===== src/rtl/vending_pkg.sv =====
// Shared types and constants for the vending payout datapath.
package vending_pkg;

    localparam int unsigned AMT_W = 8;

    localparam logic [AMT_W-1:0] COIN_5  = 8'd5;
    localparam logic [AMT_W-1:0] COIN_10 = 8'd10;
    localparam logic [AMT_W-1:0] COIN_25 = 8'd25;

    // Payout states; encoded away from the vending FSM's state space.
    typedef enum logic [2:0] {
        IDLE   = 3'b100,
        SELECT = 3'b101,
        PULSE  = 3'b110,
        GAP    = 3'b111,
        FINISH = 3'b011
    } payout_state_e;

    typedef enum logic [1:0] {
        NONE = 2'd0,
        C5   = 2'd1,
        C10  = 2'd2,
        C25  = 2'd3
    } coin_sel_e;

    // Face value in cents of a selected coin; NONE is worth nothing.
    function automatic logic [AMT_W-1:0] coin_value(input coin_sel_e sel);
        case (sel)
            C25:     return COIN_25;
            C10:     return COIN_10;
            C5:      return COIN_5;
            default: return '0;
        endcase
    endfunction

endpackage


===== src/rtl/change_dispenser_payout_timer.sv =====
// Loadable down-counter with a zero flag, shared by solenoid on and off phases.
module payout_timer #(
    parameter int unsigned W = 8
) (
    input  logic         clk,
    input  logic         reset,
    input  logic         load,
    input  logic [W-1:0] load_val,
    input  logic         dec,
    output logic         zero_c
);

    logic [W-1:0] count_q;
    logic [W-1:0] count_d;

    // Load wins over decrement; the count saturates at zero.
    always_comb begin
        count_d = count_q;
        if (load) begin
            count_d = load_val;
        end else if (dec && (count_q != '0)) begin
            count_d = count_q - W'(1);
        end
    end

    // Count register.
    always_ff @(posedge clk or posedge reset) begin
        if (reset) begin
            count_q <= '0;
        end else begin
            count_q <= count_d;
        end
    end

    assign zero_c = (count_q == '0);

endmodule


===== src/rtl/change_dispenser.sv =====
// Coin payout controller: greedy 25/10/5 change with timed solenoid pulses.
module change_dispenser
    import vending_pkg::*;
#(
    parameter int unsigned PULSE_CYCLES = 12_500_000,
    parameter int unsigned GAP_CYCLES   = 12_500_000,
    parameter int unsigned INV_WIDTH    = 8,
    parameter int unsigned INV_INIT     = 20
) (
    input  logic                 clk,
    input  logic                 reset,
    input  logic                 start,
    input  logic [AMT_W-1:0]     amount,
    input  logic                 refill,
    output logic                 pay_25,
    output logic                 pay_10,
    output logic                 pay_5,
    output logic                 busy,
    output logic                 done,
    output logic [AMT_W-1:0]     remaining,
    output logic [AMT_W-1:0]     shortfall,
    output logic [INV_WIDTH-1:0] inv_25,
    output logic [INV_WIDTH-1:0] inv_10,
    output logic [INV_WIDTH-1:0] inv_5
);

    localparam int unsigned T_MAX   = (PULSE_CYCLES > GAP_CYCLES) ? PULSE_CYCLES : GAP_CYCLES;
    localparam int unsigned TIMER_W = (T_MAX > 1) ? $clog2(T_MAX) : 1;

    localparam logic [TIMER_W-1:0]   PULSE_LOAD = TIMER_W'(PULSE_CYCLES - 1);
    localparam logic [TIMER_W-1:0]   GAP_LOAD   = TIMER_W'(GAP_CYCLES - 1);
    localparam logic [INV_WIDTH-1:0] INV_RST    = INV_WIDTH'(INV_INIT);

    payout_state_e state_q, state_d;

    logic                 pay_25_q, pay_25_d;
    logic                 pay_10_q, pay_10_d;
    logic                 pay_5_q,  pay_5_d;
    logic                 busy_q,   busy_d;
    logic                 done_q,   done_d;
    logic [AMT_W-1:0]     remaining_q, remaining_d;
    logic [AMT_W-1:0]     shortfall_q, shortfall_d;
    logic [INV_WIDTH-1:0] inv_25_q, inv_25_d;
    logic [INV_WIDTH-1:0] inv_10_q, inv_10_d;
    logic [INV_WIDTH-1:0] inv_5_q,  inv_5_d;

    coin_sel_e            pick_c;
    logic                 timer_load_c;
    logic [TIMER_W-1:0]   timer_load_val_c;
    logic                 timer_dec_c;
    logic                 timer_zero_c;

    payout_timer #(
        .W (TIMER_W)
    ) u_timer (
        .clk      (clk),
        .reset    (reset),
        .load     (timer_load_c),
        .load_val (timer_load_val_c),
        .dec      (timer_dec_c),
        .zero_c   (timer_zero_c)
    );

    // Greedy coin choice: largest coin that fits the balance and is in stock.
    always_comb begin
        pick_c = NONE;
        if ((remaining_q >= COIN_25) && (inv_25_q != '0)) begin
            pick_c = C25;
        end else if ((remaining_q >= COIN_10) && (inv_10_q != '0)) begin
            pick_c = C10;
        end else if ((remaining_q >= COIN_5) && (inv_5_q != '0)) begin
            pick_c = C5;
        end
    end

    // Next-state and registered-output logic for the payout sequence.
    always_comb begin
        state_d          = state_q;
        pay_25_d         = 1'b0;
        pay_10_d         = 1'b0;
        pay_5_d          = 1'b0;
        busy_d           = busy_q;
        done_d           = 1'b0;
        remaining_d      = remaining_q;
        shortfall_d      = shortfall_q;
        inv_25_d         = inv_25_q;
        inv_10_d         = inv_10_q;
        inv_5_d          = inv_5_q;
        timer_load_c     = 1'b0;
        timer_load_val_c = PULSE_LOAD;
        timer_dec_c      = 1'b0;

        case (state_q)
            IDLE: begin
                busy_d = 1'b0;
                // Refill lands before the first SELECT even when start coincides.
                if (refill) begin
                    inv_25_d = INV_RST;
                    inv_10_d = INV_RST;
                    inv_5_d  = INV_RST;
                end
                if (start) begin
                    remaining_d = amount;
                    shortfall_d = '0;
                    busy_d      = 1'b1;
                    state_d     = SELECT;
                end
            end

            SELECT: begin
                if (pick_c == NONE) begin
                    // Completion is flagged on entry so done and shortfall appear together.
                    done_d      = 1'b1;
                    shortfall_d = remaining_q;
                    remaining_d = '0;
                    state_d     = FINISH;
                end else begin
                    remaining_d      = remaining_q - coin_value(pick_c);
                    timer_load_c     = 1'b1;
                    timer_load_val_c = PULSE_LOAD;
                    state_d          = PULSE;
                    case (pick_c)
                        C25: begin
                            pay_25_d = 1'b1;
                            inv_25_d = inv_25_q - INV_WIDTH'(1);
                        end
                        C10: begin
                            pay_10_d = 1'b1;
                            inv_10_d = inv_10_q - INV_WIDTH'(1);
                        end
                        default: begin
                            pay_5_d = 1'b1;
                            inv_5_d = inv_5_q - INV_WIDTH'(1);
                        end
                    endcase
                end
            end

            PULSE: begin
                if (timer_zero_c) begin
                    timer_load_c     = 1'b1;
                    timer_load_val_c = GAP_LOAD;
                    state_d          = GAP;
                end else begin
                    pay_25_d    = pay_25_q;
                    pay_10_d    = pay_10_q;
                    pay_5_d     = pay_5_q;
                    timer_dec_c = 1'b1;
                end
            end

            GAP: begin
                if (timer_zero_c) begin
                    state_d = SELECT;
                end else begin
                    timer_dec_c = 1'b1;
                end
            end

            FINISH: begin
                busy_d  = 1'b0;
                state_d = IDLE;
            end

            default: begin
                busy_d  = 1'b0;
                state_d = IDLE;
            end
        endcase
    end

    // State and output registers; reset drops every solenoid immediately.
    always_ff @(posedge clk or posedge reset) begin
        if (reset) begin
            state_q     <= IDLE;
            pay_25_q    <= 1'b0;
            pay_10_q    <= 1'b0;
            pay_5_q     <= 1'b0;
            busy_q      <= 1'b0;
            done_q      <= 1'b0;
            remaining_q <= '0;
            shortfall_q <= '0;
            inv_25_q    <= INV_RST;
            inv_10_q    <= INV_RST;
            inv_5_q     <= INV_RST;
        end else begin
            state_q     <= state_d;
            pay_25_q    <= pay_25_d;
            pay_10_q    <= pay_10_d;
            pay_5_q     <= pay_5_d;
            busy_q      <= busy_d;
            done_q      <= done_d;
            remaining_q <= remaining_d;
            shortfall_q <= shortfall_d;
            inv_25_q    <= inv_25_d;
            inv_10_q    <= inv_10_d;
            inv_5_q     <= inv_5_d;
        end
    end

    assign pay_25    = pay_25_q;
    assign pay_10    = pay_10_q;
    assign pay_5     = pay_5_q;
    assign busy      = busy_q;
    assign done      = done_q;
    assign remaining = remaining_q;
    assign shortfall = shortfall_q;
    assign inv_25    = inv_25_q;
    assign inv_10    = inv_10_q;
    assign inv_5     = inv_5_q;

endmodule

===== config.mk =====
export PLATFORM = sky130hd
export DESIGN_NAME = change_dispenser
export DESIGN_NICKNAME = d
export VERILOG_FILES = /design/src/rtl/vending_pkg.sv /design/src/rtl/change_dispenser_payout_timer.sv /design/src/rtl/change_dispenser.sv
export SDC_FILE = /design/constraint.sdc
export NUM_CORES = 1
export LEC_CHECK = 0
export CAP_MARGIN = 20
export CORE_UTILIZATION = 60
export CTS_BUF_LIST = sky130_fd_sc_hd__clkbuf_16
export DETAILED_ROUTE_END_ITERATION = 8
export GPL_ROUTABILITY_DRIVEN = 0
export PLACE_DENSITY = 0.86
export SLEW_MARGIN = 15
export SYNTH_ARGS = -nofsm -noshare
export SYNTH_HDL_FRONTEND = slang
export SYNTH_HIERARCHICAL = 1
export SYNTH_SLANG_ARGS = --single-unit

===== constraint.sdc =====
create_clock -name clk -period 4.1 [get_ports clk]
set_input_delay 0.615 -clock clk [delete_from_list [all_inputs] [get_ports clk]]
set_output_delay 0.615 -clock clk [all_outputs]
set_load 0.005 [all_outputs]

# Yosys cells after proc, flatten, opt, wreduce, memory -nomap -nowiden
# Cells that the tools add are included.
[word_totals]
register_bits = 72
latchBits = 0
ram_bits = 0
mem_bits_ro = 0
input_bits = 12
output_inout_bits = 45
word_cells = 105
mem_count = 0
[op_classes]
n_addsub = 5
mul = 0
div = 0
magnitude_cmp = 3
n_eq_ne = 16
shifts = 0
n_mux = 48
bitwise_logic = 0
n_reduce_logical = 21
[ops]
columns = ["operator", "n"]
rows = [
  ["two-way mux 8 bit", 13],
  ["one-hot mux 8 bit (2 select lines)", 5],
  ["two-way mux 24 bit", 2],
  ["zero test 24 bit", 1],
  ["nonzero test 24 bit", 1],
  ["nonzero test 8 bit", 3],
  ["subtractor 24 x 1 -> 24 bit, second input constant", 1],
  ["subtractor 8 x 1 -> 8 bit, second input constant", 3],
  ["inequality test 2 bit, second input constant", 9],
  ["two-way mux 1 bit", 15],
  ["one-hot mux 5 bit (3 select lines)", 1],
  ["== test 3 bit, second input constant", 4],
  ["two-way mux 3 bit", 4],
  ["one-hot mux 3 bit (4 select lines)", 1],
  ["AND reduction 4 bit", 3],
  ["one-hot mux 1 bit (2 select lines)", 5],
  ["greater-or-equal comparator 8 x 3 -> 1 bit, second input constant", 1],
  ["greater-or-equal comparator 8 x 4 -> 1 bit, second input constant", 1],
  ["greater-or-equal comparator 8 x 5 -> 1 bit, second input constant", 1],
  ["subtractor 8 bit", 1],
  ["AND reduction 3 bit", 2],
  ["== test 2 bit, second input constant", 2],
  ["logical AND 1 bit", 4],
  ["two-way mux 2 bit", 2],
  ["other kinds (6)", 8],
]

# Longest topological paths before layout
# Gate-level depths: netlist of the first run.
[logic_depth]
depth_word = 12
depth_mapped = 15
mapped_depth_nobuf = 15

# Hierarchy
# The synthesis of the first run kept the hierarchy.
[by_module_without_submodules]
columns = ["module", "n_inst", "cells_per_inst", "area_each_um2", "seq_area_each_um2"]
rows = [
  ["change_dispenser", 1, 291, 2715.1, 1209.9],
  ["payout_timer", 1, 162, 1493.9, 600.6],
]

# Worst setup path before layout of the first run
# OpenSTA, ideal clock, no wires.
[synth_path]
path_type = "register to register"
start = "register inv_25_q[0] (netlist: inv_25[0])"
end = "register remaining_q[7] (netlist: remaining[7])"
setup_ns = 0.132
arrival_ns = 2.576
required_time_ns = 3.968
setup_slack_ns = 1.391
path_stages_with_launch = 14
synth_period_minus_slack_ns = 2.709
cell_sequence = "dfrtp_1 > inv_1 > ha_1 > nor3b_2 > a22oi_4 > nor2_1 > inv_1 > ha_1 > nor2b_1 > o31a_1 > o21ai_0 > nand2b_1 > o41ai_1 > o211ai_1"
[synth_via]
elab_chain_cells = 10
[synth_rtl]
columns = ["item", "line", "text"]
rows = [
  ["start: declaration", "change_dispenser.sv:43", "logic [INV_WIDTH-1:0] inv_25_q, inv_25_d;"],
  ["start signal: assignment", "change_dispenser.sv:195", "inv_25_q <= inv_25_d;"],
  ["nonzero test 8 bit *", "change_dispenser.sv:67", "if ((remaining_q >= COIN_25) && (inv_25_q != '0)) begin"],
  ["logical AND 1 bit *", "change_dispenser.sv:67", ""],
  ["two-way mux 2 bit *", "change_dispenser.sv:67", ""],
  ["== test 2 x 1 -> 1 bit / == test 2 bit (equally long branches)", "vending_pkg.sv:28", "case (sel)"],
  ["one-hot mux 5 bit (3 select lines)", "vending_pkg.sv:28", ""],
  ["two-way mux 8 bit", "change_dispenser.sv:111", "if (pick_c == NONE) begin"],
  ["two-way mux 8 bit", "change_dispenser.sv:93", "case (state_q)"],
  ["subtractor 8 bit", "change_dispenser.sv:118", "remaining_d = remaining_q - coin_value(pick_c);"],
  ["two-way mux 8 bit *", "change_dispenser.sv:111", ""],
  ["one-hot mux 8 bit (2 select lines) *", "change_dispenser.sv:93", ""],
  ["end signal: assignment", "change_dispenser.sv:193", "remaining_q <= remaining_d;"],
  ["end: declaration", "change_dispenser.sv:41", "logic [AMT_W-1:0] remaining_q, remaining_d;"],
]
# Mark *: on every way between the ends. The rest lies on a longest branch, timed or not. The select of a mux whose other input is x is not followed.
# A chain may end at the register's enable or synchronous reset.

# Worst setup path after layout of the first run
# Ends and elaborated chain as after synthesis.

==> results by group, run 1 <==
Outcome
  • Run status: finished, final reports clean

Synthesis
  • Mean cell area of the mapped netlist: 9.291 um^2
  • Async set-or-reset flop fraction in the synthesized netlist: 100.0%
  • Share of synthesized area occupied by flip-flops and latches: 43.01%
  • Most repeated cell in the gate-level netlist after synthesis: dfrtp_1
  • Main area contributors after synthesis: dfrtp_1 39%, o21ai_0 4.5%, dfstp_2 4.4%, nand2_1 4.3%, ha_1 3.0%
  • Synth top cells by count: 65 x dfrtp_1, 48 x nand2_1, 38 x o21ai_0, 31 x nor2_1, 27 x inv_1
  • Ys Warns: 6
  • Number of distinct library cells after synthesis: 68
  • Count of flip-flops with a built-in enable after synthesis: 0
  • Instance count of the mapped netlist: 453
  • Post-synthesis register bit count: 72
  • Largest area contributor in the netlist: dfrtp_1
  • Proportion of netlist area held by the largest area contributor: 38.64%
  • Top_reg_cell synth: dfrtp_1
  • Netlist area before placement: 4209 um^2

Clocking
  • Buffers from clock root to sink, at most: 2
  • Latest clock arrival within the worst-skew pair: 0.34 ns
  • Worst-path clk slew: 0.06 ns
  • Buffers inserted by post-CTS timing repair: 0
  • H-Tree Depth: 3
  • Total clock sinks: 72
  • CTS hold repair buffers: 0
  • Post-cts repair resize count: 0
  • Clock tree root buffer cell: clkbuf_16
  • Clock tree from TritonCTS: yes
  • TritonCTS buffer count: 9

Floorplan
  • Std-Cell Core Area: 6794 um^2
  • Vertical die dimension: 85.76 um
  • Effective utilization at floorplan: 61.95%
  • Area of the die: 7354 um^2
  • Io pins: 57
  • DIE WIDTH: 85.76 um
  • Row count: 30

Route
  • First-pass detailed-route iteration total: 5
  • Via/cell ratio: 5.882
  • Final routed wire length divided by cell count: 15.56 um
  • Antenna violation net count after detailed routing: 0
  • Total routed wirelength: 9867 um
  • Iter 0 DRT Violations: 248
  • Count of unresolved DRC violations after routing: 0
  • Total via count after detailed routing: 3729

STA
  • Clock tree skew after final layout: 0.006391 ns
  • Setup repair after global routing missed its margin: no
  • Transition time of the tightest slew-check pin: 0.9042 ns
  • Final count of pins violating max slew: 0
  • Ratio of final minimum period to clock period: 76.65%
  • Crit path time final: 3.143 ns
  • Peak Freq: 0.3182 GHz
  • Total negative slack: 0 ns
  • Hold Vio Cnt, Final: 0
  • Worst hold margin: 0.5214 ns
  • Count of endpoints failing setup in the final report: 0
  • Worst slew margin: 39.66%

Final layout
  • Growth of design area from synthesis to finish: 24.38%
  • Number of fill cells in the layout: 481
  • Layout cells sized above 1: 10.59%
  • Register area: 1810 um^2
  • NumNets Final: 556
  • Count of inserted antenna diode cells: 0
  • Area used by multi-input combinational logic: 2308 um^2

Setup path
  • Arrival time of data at the critical path endpoint: 3.34 ns
  • Kind of start point of the critical path: register
  • Critical path data required time: 4.30 ns
  • Setup Crit Path Kind: register to register
  • Setup crit end kind: register
  • Critical path peak fanout: 10

GRT
  • Initial antenna violation count: 0
  • Largest net degree at the start of global routing: 49
  • Global-route wire length before repair: 16560 um
  • Global-route congestion overflow total: 0
  • GRT Resource Usage Total: 28.92%
  • Via count of the first global-routing pass: 3559

Placed design
  • Number of buffer cells added on primary ports: 56
  • DP HPWL: 6899 um

Worst hold path
  • HP Class: register to register

Power
  • Pwr Density: 476.3 nW/um^2
  • Highest ir drop seen on vdd: 0.2956 mV
  • Leakage power: 0.002083 uW

Job
  • Maximum capacitance violations: 0
layout make-up:
type                    instances  area share [%]
clock inverters                 7          0.9082
well taps                      96           2.294
multi-input cells             360           44.10
repair buffers                 62           11.81
flip-flops and latches         72           34.58
inverters                      28           2.008
clock buffers                   9           4.302
worst max-delay path, stage by stage (launching register included):
cell and delay (ns):
dfrtp_1 0.41, inv_1 0.08, ha_1 0.15, nor3b_2 0.37
a22oi_4 0.19, nor2_1 0.33, inv_1 0.08, ha_1 0.28
nor2b_1 0.15, o31a_1 0.25, o21ai_0 0.16, nand2b_1 0.13
o41ai_1 0.30, o211ai_1 0.13
registers in the layout (all words and copies together) (netlist names):
signal	cells
busy	1
done	1
inv_10	8
inv_25	8
inv_5	8
pay_10	1
pay_25	1
pay_5	1
remaining	8
shortfall	8
state_q	3
u_timer/count_q	24
stage by stage:
| stage | total power [uW] | setup WS, ns | std cells | cell area (um^2) | util [%] |
|---|---|---|---|---|---|
| final | 2494 | 0.9572 | 634 | 5235 | 77.05 |
| after global routing | 2629 | 0.6930 | 634 | 5235 | 77.05 |
| after CTS | 2488 | 0.9702 | 633 | 5215 | 76.76 |
| after detailed placement | 1761 | 1.011 | 617 | 4942 | 72.74 |
| after global placement | 1730 | 1.167 | 617 | 4942 | 72.74 |
| after floorplan | 1495 | 1.391 | 475 | 4292 | - |
placed cells by master (no fill, tap or decap), types with 4 or more instances in the layout:
| cell type | count |
|---|---|
| dfrtp_1 | 65 |
| clkdlybuf4s50_1 | 56 |
| nand2_1 | 48 |
| o21ai_0 | 38 |
| nor2_1 | 31 |
| inv_1 | 26 |
| conb_1 | 24 |
| nand3_1 | 18 |
| nor3_1 | 13 |
| xor2_1 | 12 |
| xnor2_1 | 12 |
| nor4_1 | 11 |
| o21ai_1 | 11 |
| or3_1 | 10 |
| a21oi_1 | 10 |
| ha_1 | 10 |
| clkbuf_16 | 9 |
| nor2b_1 | 8 |
| nand2b_1 | 7 |
| o211ai_1 | 7 |
| a31oi_1 | 7 |
| dfstp_2 | 7 |
| a22oi_1 | 6 |
| o31ai_1 | 5 |
| and3_1 | 5 |
| buf_4 | 5 |
| or4_1 | 4 |
| o21a_1 | 4 |
logic make-up after synthesis:
family                     synth area share (%)
other                                    0.1784
muxes                                     1.278
AOI/OAI and AO/OA                         17.78
buffers and inverters                     4.102
xor gates and xnor gates                  4.994
DFF                                       43.01
and+or+nand+nor                           25.21
adders and majority gates                 3.448
power breakdown:
group	total (uW)	internal [uW]	switching, uW
Clock	723	409	314
Combinational	676	365	311
Sequential	1090	860	234
routing by layer:
layer / up-vias / GRT usage (%) / share of wire [%] / wire length (um)
met3: 18 / 4.524 / 4.8 / 470
met1: 1799 / 35.69 / 42 / 4120
met4: 0 / 12.58 / 2.2 / 218
li1: 1781 / - / - / -
met2: 131 / 50.40 / 51 / 5058
met5: - / 0 / 0 / 0
path summary, 6_finish.rpt:
path	start	end	slack, ns	depth (start not counted)
worst max-delay path	inv_25[0]	remaining[7]	0.96	13
worst min-delay path	inv_25[7]	inv_25[7]	0.52	1
worst max register to register	inv_25[0]	remaining[7]	0.96	13
worst min register to register	inv_25[7]	inv_25[7]	0.52	1
max in group asynchronous	reset	u_timer/count_q[16]	2.72	2
min in group asynchronous	reset	inv_5[0]	0.62	2
(Power assumes the default switching activity.)
==> run 2: changes to the inputs <==
Settings changed: CORE_UTILIZATION 60 to 55, PLACE_DENSITY 0.86 to 0.8.
Clock period 4.1 ns to 3 ns, I/O delays scaled along.
==> run 2 against run 1 <==
Sequential share of layout area down 1.4 points. Combinational power up 52%. First-iteration DRC count down 25%. Wire length up 3.2%. Non-clock buffer count up 15.
==> results by group, run 2 (same netlist as run 1, synthesis figures left out) <==
Power
  • Design internal power: 2458 uW (+50%)
  • Highest ir drop seen on vdd: 0.3818 mV (+29%)
  • Power dissipated by switching net loads: 1193 uW (+39%)
  • Sequential power share: 41.0% (-2.9 points)
  • Part of the power in the clock network: 30.9% (+1.9 points)
  • Leakage power: 0.002190 uW (+5.1%)
  • Part of the total power dissipated in combinational logic: 28.1% (+1.0 points)
  • Pwr Density: 668.2 nW/um^2 (+40%)
  • Switching part of the total: 32.68% (-1.8 points)

STA
  • Clock tree skew after final layout: 0.006051 ns (-0.0003397 ns)
  • Count of endpoints failing setup in the final report: 0 (unchanged)
  • Setup repair after global routing missed its margin: yes
  • Worst slew margin: 39.91% (+0.26 points)
  • Hold Vio Cnt, Final: 0 (unchanged)
  • Worst hold margin: 0.4064 ns (-0.1150 ns)
  • Ratio of final minimum period to clock period: 95.32% (+19 points)
  • Final count of pins violating max slew: 0 (unchanged)
  • Peak Freq: 0.3497 GHz (+9.9%)
  • Worst Slack Setup Final: 0.1404 ns (-0.8167 ns)
  • Transition time of the tightest slew-check pin: 0.9003 ns (-0.003860 ns)
  • Crit path time final: 2.860 ns (-0.2833 ns)

Final layout
  • Layout cells sized above 1: 15.34% (+4.7 points)
  • Register area: 1812 um^2 (about the same)
  • Most flop-heavy register: u_timer/count_q
  • Growth of design area from synthesis to finish: 29.82%
  • Count of inserted antenna diode cells: 0 (unchanged)
  • NumNets Final: 572 (+2.9%)
  • Flip-flop count of the largest register, all copies and words added: 24 (unchanged)
  • Number of fill cells in the layout: 519 (+7.9%)
  • Leading cell types in the layout, fill and taps excluded: 64 x dfrtp_1, 56 x clkdlybuf4s50_1, 48 x nand2_1, 37 x o21ai_0, 28 x nor2_1
  • Area used by multi-input combinational logic: 2380 um^2 (+3.1%)
  • Most common cell after layout, fill and taps aside: dfrtp_1
  • Final design area excluding fillers: 5464 um^2 (+4.4%)

Floorplan
  • Effective utilization at floorplan: 57.42% (-4.5 points)
  • Vertical die dimension: 89.48 um (+4.3%)
  • Std-Cell Core Area: 7331 um^2 (+7.9%)
  • Io pins: 57 (unchanged)
  • Row count: 31 (+3.3%)
  • Area of the die: 8007 um^2 (+8.9%)
  • DIE WIDTH: 89.48 um (+4.3%)

Setup path
  • FF-to-FF Start: remaining[1]
  • Largest incremental delay on the critical path: 0.49 ns (+0.08 ns)
  • Most frequent cell on the critical path: nand2_1
  • Buffering stage count on the worst path with inverters included: 0 (-2)
  • Number of cells traversed by the worst register-to-register path: 12 (-1)
  • Worst reg2reg endpoint: remaining[6]
  • Kind of start point of the critical path: register
  • Arrival time of data at the critical path endpoint: 3.09 ns (-0.25 ns)
  • Gate family responsible for the most delay along the worst path: compound AO/OA/AOI/OAI gates
  • Reg2Reg Setup Slack: 0.14 ns (-0.82 ns)
  • Critical path data required time: 3.23 ns (-1.07 ns)
  • Setup crit end kind: register
  • Critical path peak fanout: 7 (-3)
  • Worst path cell trace: o21ai_0, a22o_1, nand2_1, nand2_1, ha_2, fa_2, nor2b_2, o21ai_1, nand2b_1, a211o_1, or3_1, o211ai_1
  • Setup Crit Path Kind: register to register
  • Library cell contributing the largest single delay on the critical path: dfrtp_1

GRT
  • Global-route congestion overflow total: 0 (unchanged)
  • Via count of the first global-routing pass: 3463 (-2.7%)
  • GRT Resource Usage Total: 27.50% (-1.4 points)
  • Largest net degree at the start of global routing: 49 (unchanged)
  • Global-route wire length before repair: 16640 um (+0.50%)
  • Initial antenna violation count: 0 (unchanged)

Route
  • Final routed wire length divided by cell count: 15.59 um (+0.19%)
  • Antenna violation net count after detailed routing: 0 (unchanged)
  • Via/cell ratio: 5.712 (-2.9%)
  • Total via count after detailed routing: 3730 (+0.027%)
  • Total routed wirelength: 10180 um (+3.2%)
  • First-pass detailed-route iteration total: 4 (-1)
  • Count of unresolved DRC violations after routing: 0 (unchanged)
  • Iter 0 DRT Violations: 185 (-25%)

Clocking
  • Total clock sinks: 72 (unchanged)
  • TritonCTS buffer count: 9 (unchanged)
  • Clock tree root buffer cell: clkbuf_16
  • Worst-path clk slew: 0.06 ns (about the same)
  • Latest clock arrival within the worst-skew pair: 0.33 ns (about the same)
  • Buffers from clock root to sink, at most: 2 (unchanged)
  • H-Tree Depth: 3 (unchanged)
  • CTS hold repair buffers: 0 (unchanged)
  • Clock tree from TritonCTS: yes

Outcome
  • Run status: finished, final reports clean

Placed design
  • Number of buffer cells added on primary ports: 56 (unchanged)
  • Minimum setup slack after placement: 0.08890 ns (-0.9223 ns)
  • DP HPWL: 6896 um (about the same)
  • DP Area: 5021 um^2 (+1.6%)

Worst hold path
  • HP Class: primary input to async pin

Job
  • Maximum capacitance violations: 0 (unchanged)
## run 2: cell types whose count changed in the layout (fill, tap and decap cells not counted), moves of 2 or more
| cell | delta |
|---|---|
| buf_4 | +15 |
| nor2_1 | -3 |
| a22oi_2 | +2 |
| nor3b_4 | +2 |
| nor2_2 | +3 |
| bufinv_16 | +2 |
| nor3b_2 | -2 |
| ha_1 | -2 |
## run 2: what timing repair did
| item | 4_1_cts | 5_1_grt |
|---|---|---|
| cloned | 0 | 1 |
| pin swaps | 0 | 3 |
| resized for setup | 1 | 16 |
| endpoints found under the setup margin | 1 | 5 |
| setup buffers | 0 | 5 |
## run 2: area by class of cell
type	count	share of cell area (%)
tap	99	2.267
timing repair buffer	77	13.37
multi-input combinational	361	43.55
inverter	28	1.924
clock buffer	9	4.122
sequential	72	33.16
clock inverter	7	1.603
## run 2: per-stage QoR
stage / std cells / utilization (%) / TNS, ns / total power (uW)
after floorplan: 475 / - / 0 / 2043
after global placement: 630 / 68.49 / 0 / 2379
after detailed placement: 630 / 68.49 / 0 / 2430
after CTS: 646 / 72.85 / 0 / 3580
after global routing: 653 / 74.53 / -0.1261 / 3875
final: 653 / 74.53 / 0 / 3651
## run 2: worst max path at each step
stage                 start            to  slack (ns)  cells after the start
6_report       remaining[1]  remaining[6]        0.14                     12
5_1_grt           inv_25[0]  remaining[6]       -0.06                     13
4_1_cts           inv_10[0]  remaining[6]        0.03                     13
3_5_place_dp      inv_10[0]  remaining[6]        0.09                     13
3_3_place_gp       inv_5[4]  remaining[4]        0.22                     13
2_1_floorplan     inv_25[0]  remaining[7]        0.29                     13
## run 2: metal layers
metal  GRT usage, %  vias to the layer above  share of wire (%)
met5              0                        -                  0
met3          4.247                       23                3.9
met2          48.09                       82                 53
met4          12.12                        0                2.2
met1          33.67                     1813                 41
li1               -                     1812                  -
## run 2: power by group through the flow
stage               combinational [uW]  sequential [uW]  clock, uW
finish                            1030             1500       1130
global route                      1160             1530       1190
CTS                                954             1490       1140
detailed placement                 937             1490          0
global placement                   899             1480          0
floorplan                          626             1420          0
==> run 3: changes to the inputs <==
Settings changed: RECOVER_POWER from default to 50, SLEW_MARGIN 15 to 30, TNS_END_PERCENT from default to 30.
==> run 3 against run 2 <==
The flow now finishes with violations (capacitance limit, slew limit). Non-clock buffer count unchanged. Design area down 0.16%. Clock-buffer cell count did not move. Cell count unchanged. Combinational power about the same. Total power is 0.45% lower. Sequential share of layout area increased by 0.099 points. Critical path type unchanged. Critical endpoint unchanged. Largest cell class unchanged. Largest power group unchanged.
==> results by group, run 3 (same netlist as run 1, synthesis figures left out) <==
Outcome
  • Run status: finished with violations
  • Failing checks: capacitance limit, slew limit

Job
  • Maximum capacitance violations: 1 (+1)

GRT
  • Initial antenna violation count: 0 (unchanged)
  • Via count of the first global-routing pass: 3486 (+0.66%)
  • Global-route wire length before repair: 16510 um (-0.79%)
  • GRT Resource Usage Total: 27.22% (-0.28 points)
  • Global-route congestion overflow total: 0 (unchanged)
  • Largest net degree at the start of global routing: 49 (unchanged)

Final layout
  • Flip-flop count of the largest register, all copies and words added: 24 (unchanged)
  • Leading cell types in the layout, fill and taps excluded: 62 x dfrtp_1, 48 x nand2_1, 43 x clkdlybuf4s50_1, 36 x o21ai_0
  • Most common cell after layout, fill and taps aside: dfrtp_1
  • Layout cells sized above 1: 15.16% (-0.18 points)
  • Number of fill cells in the layout: 513 (-1.2%)
  • Count of inserted antenna diode cells: 0 (unchanged)
  • NumNets Final: 572 (unchanged)
  • Growth of design area from synthesis to finish: 29.61%
  • Most flop-heavy register: u_timer/count_q

Clocking
  • TritonCTS buffer count: 9 (unchanged)
  • Latest clock arrival within the worst-skew pair: 0.34 ns (about the same)
  • H-Tree Depth: 3 (unchanged)
  • Total clock sinks: 72 (unchanged)
  • Clock tree root buffer cell: clkbuf_16
  • Buffers from clock root to sink, at most: 2 (unchanged)
  • Clock tree from TritonCTS: yes
  • Worst-path clk slew: 0.06 ns (about the same)

Setup path
  • Critical path data required time: 3.23 ns (about the same)
  • Kind of start point of the critical path: register
  • Reg2Reg Setup Slack: 0.0003 ns (-0.14 ns)
  • Critical path peak fanout: 7 (unchanged)
  • Arrival time of data at the critical path endpoint: 3.23 ns (+0.14 ns)
  • Setup crit end kind: register
  • Setup Crit Path Kind: register to register

Power
  • Pwr Density: 666.3 nW/um^2 (-0.29%)
  • Highest ir drop seen on vdd: 0.3946 mV (+3.3%)
  • Part of the total power dissipated in combinational logic: 27.6% (-0.5 points)
  • Design internal power: 2443 uW (-0.62%)
  • Part of the power in the clock network: 31.1% (+0.2 points)
  • Switching part of the total: 32.78% (+0.11 points)
  • Leakage power: 0.002216 uW (+1.2%)
  • Power dissipated by switching net loads: 1192 uW (-0.12%)
  • Overall power: 3635 uW (-0.45%)
  • Sequential power share: 41.3% (+0.3 points)

Worst hold path
  • HP Class: register to register

Route
  • Total routed wirelength: 10410 um (+2.2%)
  • Via/cell ratio: 5.793 (+1.4%)
  • Final routed wire length divided by cell count: 15.94 um (+2.2%)
  • First-pass detailed-route iteration total: 5 (+1)
  • Antenna violation net count after detailed routing: 0 (unchanged)
  • Total via count after detailed routing: 3783 (+1.4%)
  • Count of unresolved DRC violations after routing: 0 (unchanged)
  • Iter 0 DRT Violations: 197 (+6.5%)

STA
  • Setup repair after global routing missed its margin: yes
  • Worst hold margin: 0.5096 ns (+0.1032 ns)
  • Ratio of final minimum period to clock period: 99.99% (+4.7 points)
  • Peak Freq: 0.3334 GHz (-4.7%)
  • Transition time of the tightest slew-check pin: 1.757 ns (+0.8567 ns)
  • Worst slew margin: -17.26% (-57 points)
  • Hold Vio Cnt, Final: 0 (unchanged)
  • Count of endpoints failing setup in the final report: 0 (unchanged)
  • Final count of pins violating max slew: 49 (+49)
  • Crit path time final: 3.000 ns (+0.1402 ns)
  • Clock tree skew after final layout: 0.008622 ns (+0.002571 ns)

Placed design
  • DP HPWL: 6906 um (+0.15%)
  • Number of buffer cells added on primary ports: 56 (unchanged)

Floorplan
  • Effective utilization at floorplan: 57.42% (unchanged)
  • Vertical die dimension: 89.48 um (unchanged)
  • Io pins: 57 (unchanged)
  • DIE WIDTH: 89.48 um (unchanged)
  • Area of the die: 8007 um^2 (unchanged)
  • Std-Cell Core Area: 7331 um^2 (unchanged)
  • Row count: 31 (unchanged)
[run 3: changes by cell type in the layout (fill, tap and decap cells not counted), sizes merged]
cell	previous run	this run
buf	21	19
clkbuf	9	11
dlygate4sd3	0	13
clkdlybuf4s50	56	43
[run 3: final cells by class]
| cell class | instances | area [um^2] | area share, % |
|---|---|---|---|
| multi-input combinational | 361 | 2381 | 43.65 |
| sequential | 72 | 1814 | 33.26 |
| timing repair buffer | 77 | 718.2 | 13.17 |
| clock buffer | 9 | 225.2 | 4.128 |
| tap | 99 | 123.9 | 2.271 |
| inverter | 28 | 105.1 | 1.927 |
| clock inverter | 7 | 87.58 | 1.606 |
[run 3: timing repair]
action | CTS | global route
cloned | 0 | 1
endpoints found under the setup margin | 1 | 6
buffers inserted | 0 | 6
hold buffers | 0 | 0
gates resized for setup | 1 | 16
pin swaps | 0 | 5
[run 3: layer usage]
| layer | vias up | global-route usage [%] | part of all wire, % |
|---|---|---|---|
| met1 | 1836 | 32.54 | 41 |
| met5 | - | 0 | 0 |
| met3 | 29 | 4.340 | 4.4 |
| met2 | 95 | 48.58 | 52 |
| met4 | 0 | 11.69 | 2.5 |
| li1 | 1823 | - | - |
[run 3: per-stage QoR]
step / std cells / utilization (%) / cell area [um^2] / setup TNS, ns / setup WS, ns
floorplan: 475 / - / 4292 / 0 / 0.2911
global placement: 630 / 68.49 / 5021 / 0 / 0.2199
detailed placement: 630 / 68.53 / 5024 / 0 / 0.07916
CTS: 646 / 72.86 / 5341 / 0 / 0.008123
global route: 653 / 74.42 / 5455 / -0.3147 / -0.1626
finish: 653 / 74.42 / 5455 / 0 / 0.0002836
[run 3: power groups by stage]
stage / clock network [uW] / registers [uW] / logic [uW]
after CTS: 1130 / 1490 / 948
after detailed placement: 0 / 1490 / 936
after floorplan: 0 / 1420 / 626
final: 1130 / 1500 / 1000
after global placement: 0 / 1480 / 899
after global routing: 1180 / 1530 / 1130
[run 3: worst max-delay path, stage by stage (launching register included)]
cell,delay (ns)
dfrtp_1,0.51
o21ai_0,0.42
a22o_1,0.32
nand2_1,0.08
nand2_1,0.09
ha_1,0.19
fa_2,0.21
nor2b_1,0.06
o21ai_1,0.11
nand2b_1,0.10
a211o_1,0.32
or3_1,0.37
o211ai_1,0.13
[run 3: worst paths after layout]
kind	to	cells after the start	start
max	remaining[6]	12	remaining[2]
min	pay_5	1	pay_5
max reg2reg	remaining[6]	12	remaining[2]
min reg2reg	pay_5	1	pay_5
max in group asynchronous	remaining[5]	2	reset
min in group asynchronous	u_timer/count_q[22]	2	reset
